[src/rtl/mem_arbiter_pkg.sv]
// Shared types and bus widths for the fetch/data memory arbiter.
// Holds the arbiter state encoding and the shared-bus field widths.
// No logic; imported by the interface and the arbiter.
package mem_arbiter_pkg;

   localparam int BUS_ADDR_W = 32;
   localparam int BUS_DATA_W = 32;
   localparam int BUS_BE_W   = 4;

   // Fetches are word reads: low address bits are forced to zero on the bus.
   localparam logic [BUS_ADDR_W-1:0] FETCH_ADDR_MASK = 32'hFFFF_FFFC;

   typedef enum logic [1:0] {
      IDLE    = 2'd0,
      GRANT_I = 2'd1,
      GRANT_D = 2'd2,
      RESP    = 2'd3
   } ARB_STATE;

endpackage

[src/rtl/mem_arbiter_if.sv]
// Requester and shared-bus signal bundle for mem_arbiter.
// slave modport: the arbiter (takes i_/d_ requests, drives bus_* and acks).
// master modport: the environment (fetch unit, memory stage, shared bus).
interface mem_arbiter_if;
   import mem_arbiter_pkg::*;

   // fetch port
   logic                  i_req;
   logic [BUS_ADDR_W-1:0] i_addr;
   logic                  i_ack;
   logic [BUS_DATA_W-1:0] i_rdata;
   // memory-stage port
   logic                  d_req;
   logic                  d_we;
   logic [BUS_ADDR_W-1:0] d_addr;
   logic [BUS_DATA_W-1:0] d_wdata;
   logic [BUS_BE_W-1:0]   d_be;
   logic                  d_ack;
   logic [BUS_DATA_W-1:0] d_rdata;
   // pipeline control
   logic                  flash;
   logic                  stall_from_arbiter;
   // shared bus
   logic                  bus_req;
   logic                  bus_we;
   logic [BUS_ADDR_W-1:0] bus_addr;
   logic [BUS_DATA_W-1:0] bus_wdata;
   logic [BUS_BE_W-1:0]   bus_be;
   logic                  bus_ack;
   logic [BUS_DATA_W-1:0] bus_rdata;

   modport slave (
      input  i_req, i_addr, d_req, d_we, d_addr, d_wdata, d_be, flash,
             bus_ack, bus_rdata,
      output i_ack, i_rdata, d_ack, d_rdata, stall_from_arbiter,
             bus_req, bus_we, bus_addr, bus_wdata, bus_be
   );

   modport master (
      output i_req, i_addr, d_req, d_we, d_addr, d_wdata, d_be, flash,
             bus_ack, bus_rdata,
      input  i_ack, i_rdata, d_ack, d_rdata, stall_from_arbiter,
             bus_req, bus_we, bus_addr, bus_wdata, bus_be
   );

endinterface

[src/rtl/mem_arbiter.sv]
// Purpose: shares one memory bus between instruction fetch and the memory stage.
// Latency: grant one cycle after request, ack one cycle after bus_ack; grant-to-grant = bus latency + 2.
// Backpressure: requests held until ack; stall_from_arbiter holds the pipeline while d_req waits.
// Ports: clk, rst_n (async active-low) plus arb_if (slave modport of mem_arbiter_if).
// Option: define MEM_ARBITER_RR_EN for round-robin priority; default is data-over-fetch fixed priority.
module mem_arbiter
   import mem_arbiter_pkg::*;
(
   input  logic         clk,
   input  logic         rst_n,
   mem_arbiter_if.slave arb_if
);

   ARB_STATE              state_q, state_d;
   logic                  bus_we_q, bus_we_d;
   logic [BUS_ADDR_W-1:0] bus_addr_q, bus_addr_d;
   logic [BUS_DATA_W-1:0] bus_wdata_q, bus_wdata_d;
   logic [BUS_BE_W-1:0]   bus_be_q, bus_be_d;
   logic [BUS_DATA_W-1:0] i_rdata_q, i_rdata_d;
   logic [BUS_DATA_W-1:0] d_rdata_q, d_rdata_d;
   logic                  xfer_d_q, xfer_d_d;     // current transaction belongs to data port
   logic                  i_cancel_q, i_cancel_d; // fetch flushed while on the bus
   logic                  fetch_ok;
   logic                  gnt_i, gnt_d;
   logic                  d_ack;

   // A flush in the decision cycle makes the fetch ineligible for that cycle.
   assign fetch_ok = arb_if.i_req && !arb_if.flash;

`ifdef MEM_ARBITER_RR_EN
   logic own_d_q, own_d_d; // 1: data owns priority on the next contended grant

   always_comb begin
      gnt_d   = 1'b0;
      gnt_i   = 1'b0;
      own_d_d = own_d_q;
      if (state_q == IDLE) begin
         if (arb_if.d_req && fetch_ok) begin
            gnt_d   = own_d_q;
            gnt_i   = !own_d_q;
            own_d_d = !own_d_q;
         end else begin
            gnt_d = arb_if.d_req;
            gnt_i = fetch_ok;
         end
      end
   end

   always_ff @(posedge clk or negedge rst_n) begin
      if (!rst_n) own_d_q <= 1'b1;
      else        own_d_q <= own_d_d;
   end
`else
   always_comb begin
      gnt_d = 1'b0;
      gnt_i = 1'b0;
      if (state_q == IDLE) begin
         gnt_d = arb_if.d_req;
         gnt_i = fetch_ok && !arb_if.d_req;
      end
   end
`endif

   always_comb begin
      state_d     = state_q;
      bus_we_d    = bus_we_q;
      bus_addr_d  = bus_addr_q;
      bus_wdata_d = bus_wdata_q;
      bus_be_d    = bus_be_q;
      i_rdata_d   = i_rdata_q;
      d_rdata_d   = d_rdata_q;
      xfer_d_d    = xfer_d_q;
      i_cancel_d  = i_cancel_q;
      unique case (state_q)
         IDLE: begin
            if (gnt_d) begin
               state_d     = GRANT_D;
               bus_we_d    = arb_if.d_we;
               bus_addr_d  = arb_if.d_addr;
               bus_wdata_d = arb_if.d_wdata;
               bus_be_d    = arb_if.d_be;
               xfer_d_d    = 1'b1;
            end else if (gnt_i) begin
               state_d     = GRANT_I;
               bus_we_d    = 1'b0;
               bus_addr_d  = arb_if.i_addr & FETCH_ADDR_MASK;
               bus_wdata_d = '0;
               bus_be_d    = '1;
               xfer_d_d    = 1'b0;
               i_cancel_d  = 1'b0;
            end
         end
         GRANT_I: begin
            // The bus access always runs to completion; a flush only kills the ack.
            if (arb_if.flash) i_cancel_d = 1'b1;
            if (arb_if.bus_ack) begin
               i_rdata_d = arb_if.bus_rdata;
               state_d   = RESP;
            end
         end
         GRANT_D: begin
            if (arb_if.bus_ack) begin
               d_rdata_d = arb_if.bus_rdata;
               state_d   = RESP;
            end
         end
         RESP:    state_d = IDLE;
         default: state_d = IDLE;
      endcase
   end

   always_ff @(posedge clk or negedge rst_n) begin
      if (!rst_n) begin
         state_q     <= IDLE;
         bus_we_q    <= 1'b0;
         bus_addr_q  <= '0;
         bus_wdata_q <= '0;
         bus_be_q    <= '0;
         i_rdata_q   <= '0;
         d_rdata_q   <= '0;
         xfer_d_q    <= 1'b0;
         i_cancel_q  <= 1'b0;
      end else begin
         state_q     <= state_d;
         bus_we_q    <= bus_we_d;
         bus_addr_q  <= bus_addr_d;
         bus_wdata_q <= bus_wdata_d;
         bus_be_q    <= bus_be_d;
         i_rdata_q   <= i_rdata_d;
         d_rdata_q   <= d_rdata_d;
         xfer_d_q    <= xfer_d_d;
         i_cancel_q  <= i_cancel_d;
      end
   end

   assign d_ack = (state_q == RESP) && xfer_d_q;

   assign arb_if.bus_req            = (state_q == GRANT_I) || (state_q == GRANT_D);
   assign arb_if.bus_we             = bus_we_q;
   assign arb_if.bus_addr           = bus_addr_q;
   assign arb_if.bus_wdata          = bus_wdata_q;
   assign arb_if.bus_be             = bus_be_q;
   // A flush landing in the response cycle suppresses the fetch ack as well.
   assign arb_if.i_ack              = (state_q == RESP) && !xfer_d_q && !i_cancel_q && !arb_if.flash;
   assign arb_if.i_rdata            = i_rdata_q;
   assign arb_if.d_ack              = d_ack;
   assign arb_if.d_rdata            = d_rdata_q;
   assign arb_if.stall_from_arbiter = arb_if.d_req && !d_ack;

endmodule

[src/flat_wrapper.sv]
// flat-port wrapper written by rule: the top's interface ports become plain ports
module mem_arbiter_flat import mem_arbiter_pkg::*;
  (clk, rst_n, arb_if_i_req, arb_if_i_addr, arb_if_d_req, arb_if_d_we, arb_if_d_addr, arb_if_d_wdata, arb_if_d_be, arb_if_flash, arb_if_bus_ack, arb_if_bus_rdata, arb_if_i_ack, arb_if_i_rdata, arb_if_d_ack, arb_if_d_rdata, arb_if_stall_from_arbiter, arb_if_bus_req, arb_if_bus_we, arb_if_bus_addr, arb_if_bus_wdata, arb_if_bus_be);
  mem_arbiter_if arb_if_i ();
  input  logic clk;
  input  logic rst_n;
  input wire logic [$bits(arb_if_i.i_req)-1:0] arb_if_i_req;
  input wire logic [$bits(arb_if_i.i_addr)-1:0] arb_if_i_addr;
  input wire logic [$bits(arb_if_i.d_req)-1:0] arb_if_d_req;
  input wire logic [$bits(arb_if_i.d_we)-1:0] arb_if_d_we;
  input wire logic [$bits(arb_if_i.d_addr)-1:0] arb_if_d_addr;
  input wire logic [$bits(arb_if_i.d_wdata)-1:0] arb_if_d_wdata;
  input wire logic [$bits(arb_if_i.d_be)-1:0] arb_if_d_be;
  input wire logic [$bits(arb_if_i.flash)-1:0] arb_if_flash;
  input wire logic [$bits(arb_if_i.bus_ack)-1:0] arb_if_bus_ack;
  input wire logic [$bits(arb_if_i.bus_rdata)-1:0] arb_if_bus_rdata;
  output wire logic [$bits(arb_if_i.i_ack)-1:0] arb_if_i_ack;
  output wire logic [$bits(arb_if_i.i_rdata)-1:0] arb_if_i_rdata;
  output wire logic [$bits(arb_if_i.d_ack)-1:0] arb_if_d_ack;
  output wire logic [$bits(arb_if_i.d_rdata)-1:0] arb_if_d_rdata;
  output wire logic [$bits(arb_if_i.stall_from_arbiter)-1:0] arb_if_stall_from_arbiter;
  output wire logic [$bits(arb_if_i.bus_req)-1:0] arb_if_bus_req;
  output wire logic [$bits(arb_if_i.bus_we)-1:0] arb_if_bus_we;
  output wire logic [$bits(arb_if_i.bus_addr)-1:0] arb_if_bus_addr;
  output wire logic [$bits(arb_if_i.bus_wdata)-1:0] arb_if_bus_wdata;
  output wire logic [$bits(arb_if_i.bus_be)-1:0] arb_if_bus_be;
  assign arb_if_i.i_req = arb_if_i_req;
  assign arb_if_i.i_addr = arb_if_i_addr;
  assign arb_if_i.d_req = arb_if_d_req;
  assign arb_if_i.d_we = arb_if_d_we;
  assign arb_if_i.d_addr = arb_if_d_addr;
  assign arb_if_i.d_wdata = arb_if_d_wdata;
  assign arb_if_i.d_be = arb_if_d_be;
  assign arb_if_i.flash = arb_if_flash;
  assign arb_if_i.bus_ack = arb_if_bus_ack;
  assign arb_if_i.bus_rdata = arb_if_bus_rdata;
  assign arb_if_i_ack = arb_if_i.i_ack;
  assign arb_if_i_rdata = arb_if_i.i_rdata;
  assign arb_if_d_ack = arb_if_i.d_ack;
  assign arb_if_d_rdata = arb_if_i.d_rdata;
  assign arb_if_stall_from_arbiter = arb_if_i.stall_from_arbiter;
  assign arb_if_bus_req = arb_if_i.bus_req;
  assign arb_if_bus_we = arb_if_i.bus_we;
  assign arb_if_bus_addr = arb_if_i.bus_addr;
  assign arb_if_bus_wdata = arb_if_i.bus_wdata;
  assign arb_if_bus_be = arb_if_i.bus_be;
  mem_arbiter u_core (.clk(clk), .rst_n(rst_n), .arb_if(arb_if_i));
endmodule
[config.mk]
export PLATFORM = sky130hd
export DESIGN_NAME = mem_arbiter_flat
export DESIGN_NICKNAME = d
export VERILOG_FILES = /design/src/rtl/mem_arbiter_pkg.sv /design/src/rtl/mem_arbiter_if.sv /design/src/rtl/mem_arbiter.sv /design/src/flat_wrapper.sv
export SDC_FILE = /design/constraint.sdc
export NUM_CORES = 1
export LEC_CHECK = 0
export CAP_MARGIN = 20
export CORE_ASPECT_RATIO = 0.6
export CORE_MARGIN = 8
export CORE_UTILIZATION = 41
export DETAILED_ROUTE_END_ITERATION = 10
export PLACE_DENSITY = 0.83
export SLEW_MARGIN = 20
export SYNTH_ARGS = -nofsm -noshare
export SYNTH_HDL_FRONTEND = slang
export SYNTH_SLANG_ARGS = --single-unit
[constraint.sdc]
create_clock -name clk -period 2 [get_ports clk]
set_input_delay 0.3 -clock clk [delete_from_list [all_inputs] [get_ports clk]]
set_output_delay 0.3 -clock clk [all_outputs]
set_load 0.05 [all_outputs]
==> summary.txt <==
Logic synthesis
  – Synth Cell Area: 5630 sq um
  – Mux cell area share after synthesis: 27.3%
  – Average size of a mapped cell: 16.0 sq um
  – Xor/xnor share of the synthesized area: 0%
  – Post-synthesis net count: 495
  – Post-synthesis adder-cell area fraction: 1.11%
  – Synth warnings: 0
  – Cells after synthesis: 351
  – Compound-gate portion of the synthesized area: 7.05%
  – Post-Synth Simple-Gate Area: 1.00%
  – Seq/Total Area, Yosys: 60.9%
  – Synth unique cells: 24
  – Synth Register Bits: 137
  – Main combinational cell family by area after synthesis: multiplexers

Global routing
  – Gr usage total: 17.8%
  – Initial antenna violation count: 0
  – First-pass GRT wire length: 25400 um
  – Grt ovf: 0
  – Largest net degree at the start of global routing: 53
  – Vias in the first global route: 4642

Drt
  – Detailed-route via count: 4061
  – DR pass1 iterations: 4
  – Met2 wire len: 8000 um
  – Max Used Layer: met4
  – ANT nets after route: 0
  – Met3 wire length: 1240 um
  – Routed wire length: 16200 um
  – First-iteration detailed-routing DRC count: 160
  – Met1 WL: 6720 um
  – Avg Vias per Cell: 4.92
  – Avg WL per Cell: 19.6 um
  – Remaining DRCs: 0

Worst hold path
  – Worst hold path class: input port to async pin

Power
  – Switching Share: 45.8%
  – Comb pwr share: 57.8%
  – Total power divided by cell area: 2030 nW/um^2
  – Clock share of power: 16.2%
  – Sequential share of power: 26.0%
  – Leakage: 3.97 nW
  – Switching power: 8.63 mW
  – Max rail drop VDD: 1220 uV
  – Internal: 10.2 mW

Critical path
  – Reg-to-reg critical path startpoint: u_core.state_q[0]
  – Worst setup EP type: primary output
  – Critical setup path kind: register to primary output
  – Reg2Reg Depth: 6
  – Slowest cell on the critical path: clkdlybuf4s50_1
  – CP Launch Type: register
  – Worst Path Arrival: 1.60 ns
  – Cell Chain, Critical Path: clkdlybuf4s50_1
  – Crit. Startpoint: u_core.arb_if.i_rdata[23]
  – WP depth: 1
  – Max incr delay on CP: 0.85 ns
  – Worst path required time: 1.70 ns
  – CP top delay family: buffers and inverters
  – Crit Path Max Fanout: 2
  – Buf+Inv Stages, Crit Path: 1

Timing
  – Clock Skew: 0.0144 ns
  – Setup ws final: 0.100 ns
  – Max Clk Rate: 526 MHz
  – Final Max Tran Viols: 0
  – Max_slew headroom: 61.8%
  – Final setup viols: 0
  – Worst slew pin tran: 0.572 ns
  – RSZ-0062 raised after global routing: no
  – Min Tclk post-route: 1.90 ns
  – Final Hold Fails: 0
  – Setup TNS: 0 ns
  – Final Cycle Share: 95.0%

Clocking
  – Post-CTS Setup Bufs: 0
  – TritonCTS clock tree: yes
  – Clock transition at the registers of the reported paths: 0.06 ns
  – Clock buffer depth: 2
  – Worst-Skew Late Latency: 0.40 ns
  – Clk sink count: 137
  – Hold buffers post-CTS: 1
  – TritonCTS buffer count: 17
  – Root Buffer: clkbuf_16
  – Post-cts repair resize count: 0
  – Htree depth: 4

Floorplanning
  – Die footprint: 17800 sq um
  – Core ar.: 13500 sq um
  – Top-Level Pins: 276
  – Die H: 107 um
  – Die width: 167 um
  – Site row count: 33
  – Initial core utilization: 41.5%

Status
  – Status: finished, final reports clean

Placement
  – HPWL Detailed: 12400 um
  – PortBufs: 273
  – RD Place Congestion: 0.741
  – Pre-CTS setup slack: 0.0712 ns

Layout
  – Number of diodes: 0
  – Nets: 783
  – Fillers: 923
  – Area growth, synth to finish: 64.7%
  – Layout cells sized above 1: 27.5%

Run
  – Max-Cap Viols: 0
==> power by group through the flow <==
stage / clock network (mW) / registers [mW] / logic [mW]
2_1_floorplan: 0 / 9.45 / 2.46
5_1_grt: 3.26 / 5.07 / 11.3
3_3_place_gp: 0 / 4.82 / 10.8
6_report: 3.06 / 4.90 / 10.9
3_5_place_dp: 0 / 4.92 / 11.0
4_1_cts: 3.13 / 4.90 / 11.0
==> path summary, 6_finish.rpt <==
path | end | slack [ns]
max in group asynchronous | u_core.arb_if.i_rdata[13] | 0.91
min in group clk | u_core.arb_if.bus_be[0] | 0.49
worst max register to register | u_core.arb_if.bus_addr[14] | 0.14
worst max-delay path | arb_if_i_rdata[23] | 0.10
worst min-delay path | u_core.arb_if.bus_wdata[26] | 0.42
worst min register to register | u_core.arb_if.bus_be[0] | 0.49
==> state kept, by name, summed over array words and instances, names as in the netlist <==
signal and count:
u_core.arb_if.bus_addr 32, u_core.arb_if.bus_wdata 32, u_core.arb_if.d_rdata 32, u_core.arb_if.i_rdata 32, u_core.arb_if.bus_be 4, u_core.state_q 2, u_core.arb_if.bus_we 1, u_core.i_cancel_q 1
u_core.xfer_d_q 1
==> final cells by class <==
type	count	area, sq um	share of cell area [%]
Clock buffer	19	443	4.78
Sequential cell	137	3430	37.0
Clock inverter	12	140	1.51
Tap cell	175	219	2.36
Inverter	4	15.0	0.162
Multi-Input combinational cell	190	2070	22.4
Timing Repair Buffer	289	2950	31.8
==> synth_stat cells <==
| cell | number | area share, % |
|---|---|---|
| a22o_1 | 35 | 5.4 |
| o21ai_1 | 1 | 0.089 |
| a21oi_1 | 3 | 0.27 |
| buf_4 | 3 | 0.40 |
| a32oi_1 | 1 | 0.16 |
| nand2b_1 | 1 | 0.11 |
| nand2_1 | 4 | 0.27 |
| mux2_2 | 96 | 19 |
| mux2_4 | 29 | 7.7 |
| a21boi_2 | 1 | 0.20 |
| clkbuf_1 | 2 | 0.13 |
| o22a_1 | 4 | 0.62 |
| nor2_1 | 2 | 0.13 |
| mux2i_1 | 2 | 0.36 |
| o31ai_1 | 1 | 0.13 |
| buf_2 | 11 | 0.98 |
| dfrtp_1 | 137 | 61 |
| buf_6 | 4 | 0.80 |
| inv_1 | 4 | 0.27 |
| and2_1 | 2 | 0.22 |
| a21o_1 | 1 | 0.13 |
| nor4b_1 | 1 | 0.16 |
| ha_1 | 5 | 1.1 |
| nor2b_1 | 1 | 0.11 |
==> cells in the final DEF, fill, tap and decap left out, types with 2 or more instances in the layout <==
cell type | netlist | final
a21oi_1 | 3 | 3
a22o_1 | 35 | 35
buf_12 | 0 | 8
buf_4 | 3 | 11
bufinv_16 | 0 | 2
clkbuf_16 | 0 | 17
clkdlybuf4s50_1 | 0 | 268
clkinv_4 | 0 | 2
clkinvlp_4 | 0 | 3
dfrtp_1 | 137 | 137
ha_1 | 5 | 5
inv_1 | 4 | 4
inv_6 | 0 | 4
mux2_2 | 96 | 96
mux2_4 | 29 | 29
mux2i_1 | 2 | 2
nand2_1 | 4 | 4
nor2_1 | 2 | 2
o22a_1 | 4 | 4
==> through the flow <==
step	util (%)	cells	hold WS (ns)	power, mW	cell area (sq um)
after floorplan	-	351	0.00441	11.9	5630
after global placement	64.0	794	0.255	15.6	8670
after detailed placement	64.0	794	0.263	15.9	8670
after CTS	68.4	826	0.399	19.0	9260
after global routing	68.4	826	0.459	19.6	9260
final	68.4	826	0.416	18.8	9260
==> metal layers <==
| layer | GRT usage (%) | up-vias |
|---|---|---|
| li1 | - | 1851 |
| met1 | 20.8 | 2036 |
| met2 | 30.4 | 160 |
| met3 | 6.93 | 14 |
| met4 | 5.07 | 0 |
| met5 | 0 | - |
==> kinds of logic (layout without fill, tap and decap cells) <==
logic type,after synthesis,in the layout
flops,137,137
buf+inv,24,324
compound gates,47,47
simple gates,11,11
fa+ha+maj,5,5
mux,127,127
Note: power is estimated with default switching activity, not from simulation.
==> RTL edit: new RTL, config.mk and constraints unchanged <==
The package constant `BUS_BE_W` goes from 4 to 5.
--- a/src/rtl/mem_arbiter_pkg.sv
+++ b/src/rtl/mem_arbiter_pkg.sv
@@ -6,5 +6,5 @@
    localparam int BUS_ADDR_W = 32;
    localparam int BUS_DATA_W = 32;
-   localparam int BUS_BE_W   = 4;
+   localparam int BUS_BE_W   = 5;
 
    // Fetches are word reads: low address bits are forced to zero on the bus.
Interface: changed (resized arb_if_bus_be and arb_if_d_be); port bits go from 276 to 278. No check against the original RTL was run, so the function may have changed too.
==> RTL edit against the original RTL <==
Design area grew 0.50%; power rose by 0.84%; sequential share of layout area grew 0.085 points; first-iteration DRC count up 29%; non-clock buffer count is 1 higher; setup slack got worse by 0.022 ns; sequential power increased by 0.8%; sequential cell count increased by 1; die area rose by 0.65%; clock skew is 0.0059 ns lower; synthesized area increased by 0.73%; routed wire length is 4.7% higher.
==> RTL edit: results (changes against the original RTL) <==
[logic_synthesis]
synth_seq_area_share_pct = 60.94  ; about the same
synth.avg_cell_area_um2 = 16.05  ; +0.16%
synth_nets = 498  ; +0.61%
synth_common_cells = dfrtp_1, mux2_2, a22o_1
synth_top_area_share_pct = 60.94  ; about the same
synth.area.top_cells = dfrtp_1, mux2_2, mux2_4
yosys_register_bits = 138  ; +0.73%
synthArstFlopShare_pct = 100.0  ; unchanged

[routing]
met1Wirelength_um = 6744  ; +0.39%
dr_wl_met2_um = 8588  ; +7.3%
via_per_inst = 4.996  ; +1.6%
met3_length_um = 1277  ; +2.9%
drt_wl_total_um = 16920  ; +4.7%
drt_iter0_drc = 207  ; +29%

[grt]
use_met3_pct = 6.860  ; -0.073 points
grt_pass1_vias = 4644  ; +0.043%
grt_pass1_wl_um = 26030  ; +2.6%
grt_max_degree = 50  ; -5.7%
met2_usage_pct = 32.02  ; +1.6 points
track_usage_pct = 18.40  ; +0.61 points
grt_util_met1_pct = 20.98  ; +0.22 points

[clock_tree]
post_cts_resized = 0  ; unchanged

[placed_design]
io_buffer_count = 275  ; +0.73%
hpwl_um = 12730  ; +2.6%
dp.cells = 797  ; +0.38%
pre_cts_ws_ns = 0.02661  ; -0.04458 ns
gp_congestion = 0.8066  ; +8.9%
dpl_cell_area_mm2 = 0.008716  ; +0.53%

[critical_path]
crit_path_start = u_core.arb_if.bus_wdata[16]
r2r-end = u_core.arb_if.bus_addr[31]
critPathCapture = arb_if_bus_wdata[16]
crit-reg2reg-launch = u_core.state_q[1]
r2r_setup_slack_ns = 0.10  ; -0.04 ns
arrival_ns = 1.62  ; +0.02 ns
r2r_cells = 6  ; unchanged

[pwr]
p_int_mw = 10.17  ; -0.26%
pwr_density_cell_mw_per_mm2 = 2039  ; +0.34%
p_leak_nw = 3.992  ; +0.45%
worst_ir_drop_vdd_v = 0.001437  ; +18%

[timing]
max_freq_mhz = 520.4  ; -1.1%
worst_pin_slew_ns = 0.5613  ; -0.01052 ns
hold_ws_ns = 0.3922  ; -0.02405 ns
fin_worst_skew_ns = 0.008494  ; -0.005888 ns

[final_layout]
finalNetCount = 787  ; +0.51%
final_cells = 830  ; +0.48%
drive_gt1_share_pct = 27.48  ; about the same

[status]
status = finished clean

RTL edit: cell types whose count changed in the layout (fill, tap and decap cells not counted), sizes merged:
cell | unedited run | this run
buf | 20 | 19
bufinv | 2 | 1
clkdlybuf4s50 | 268 | 270
dfrtp | 137 | 138
inv | 8 | 10
o22a | 4 | 5
RTL edit: layout make-up:
| cell class | instances | area [um^2] |
|---|---|---|
| clock inverter | 13 | 130.1 |
| fill | 941 | 4275 |
| sequential | 138 | 3453 |
| inverter | 4 | 15.01 |
| clock buffer | 19 | 452.9 |
| timing repair buffer | 290 | 2959 |
| tap | 175 | 219.0 |
| multi-input combinational | 191 | 2079 |
RTL edit: logic make-up after synthesis:
kind of cell	Yosys count	synth area share, %
AO/OA/AOI/OAI	48	7.286
AND/OR/NAND/NOR	11	0.9937
adder cells (fa/ha/maj)	5	1.104
buffers and inverters	24	2.561
flip-flops	138	60.94
multiplexers	127	27.11
RTL edit: timing repair:
action	4_1_cts	5_1_grt
buffers inserted	0	0
hold buffers	1	0
hold endpoints to repair	45	0
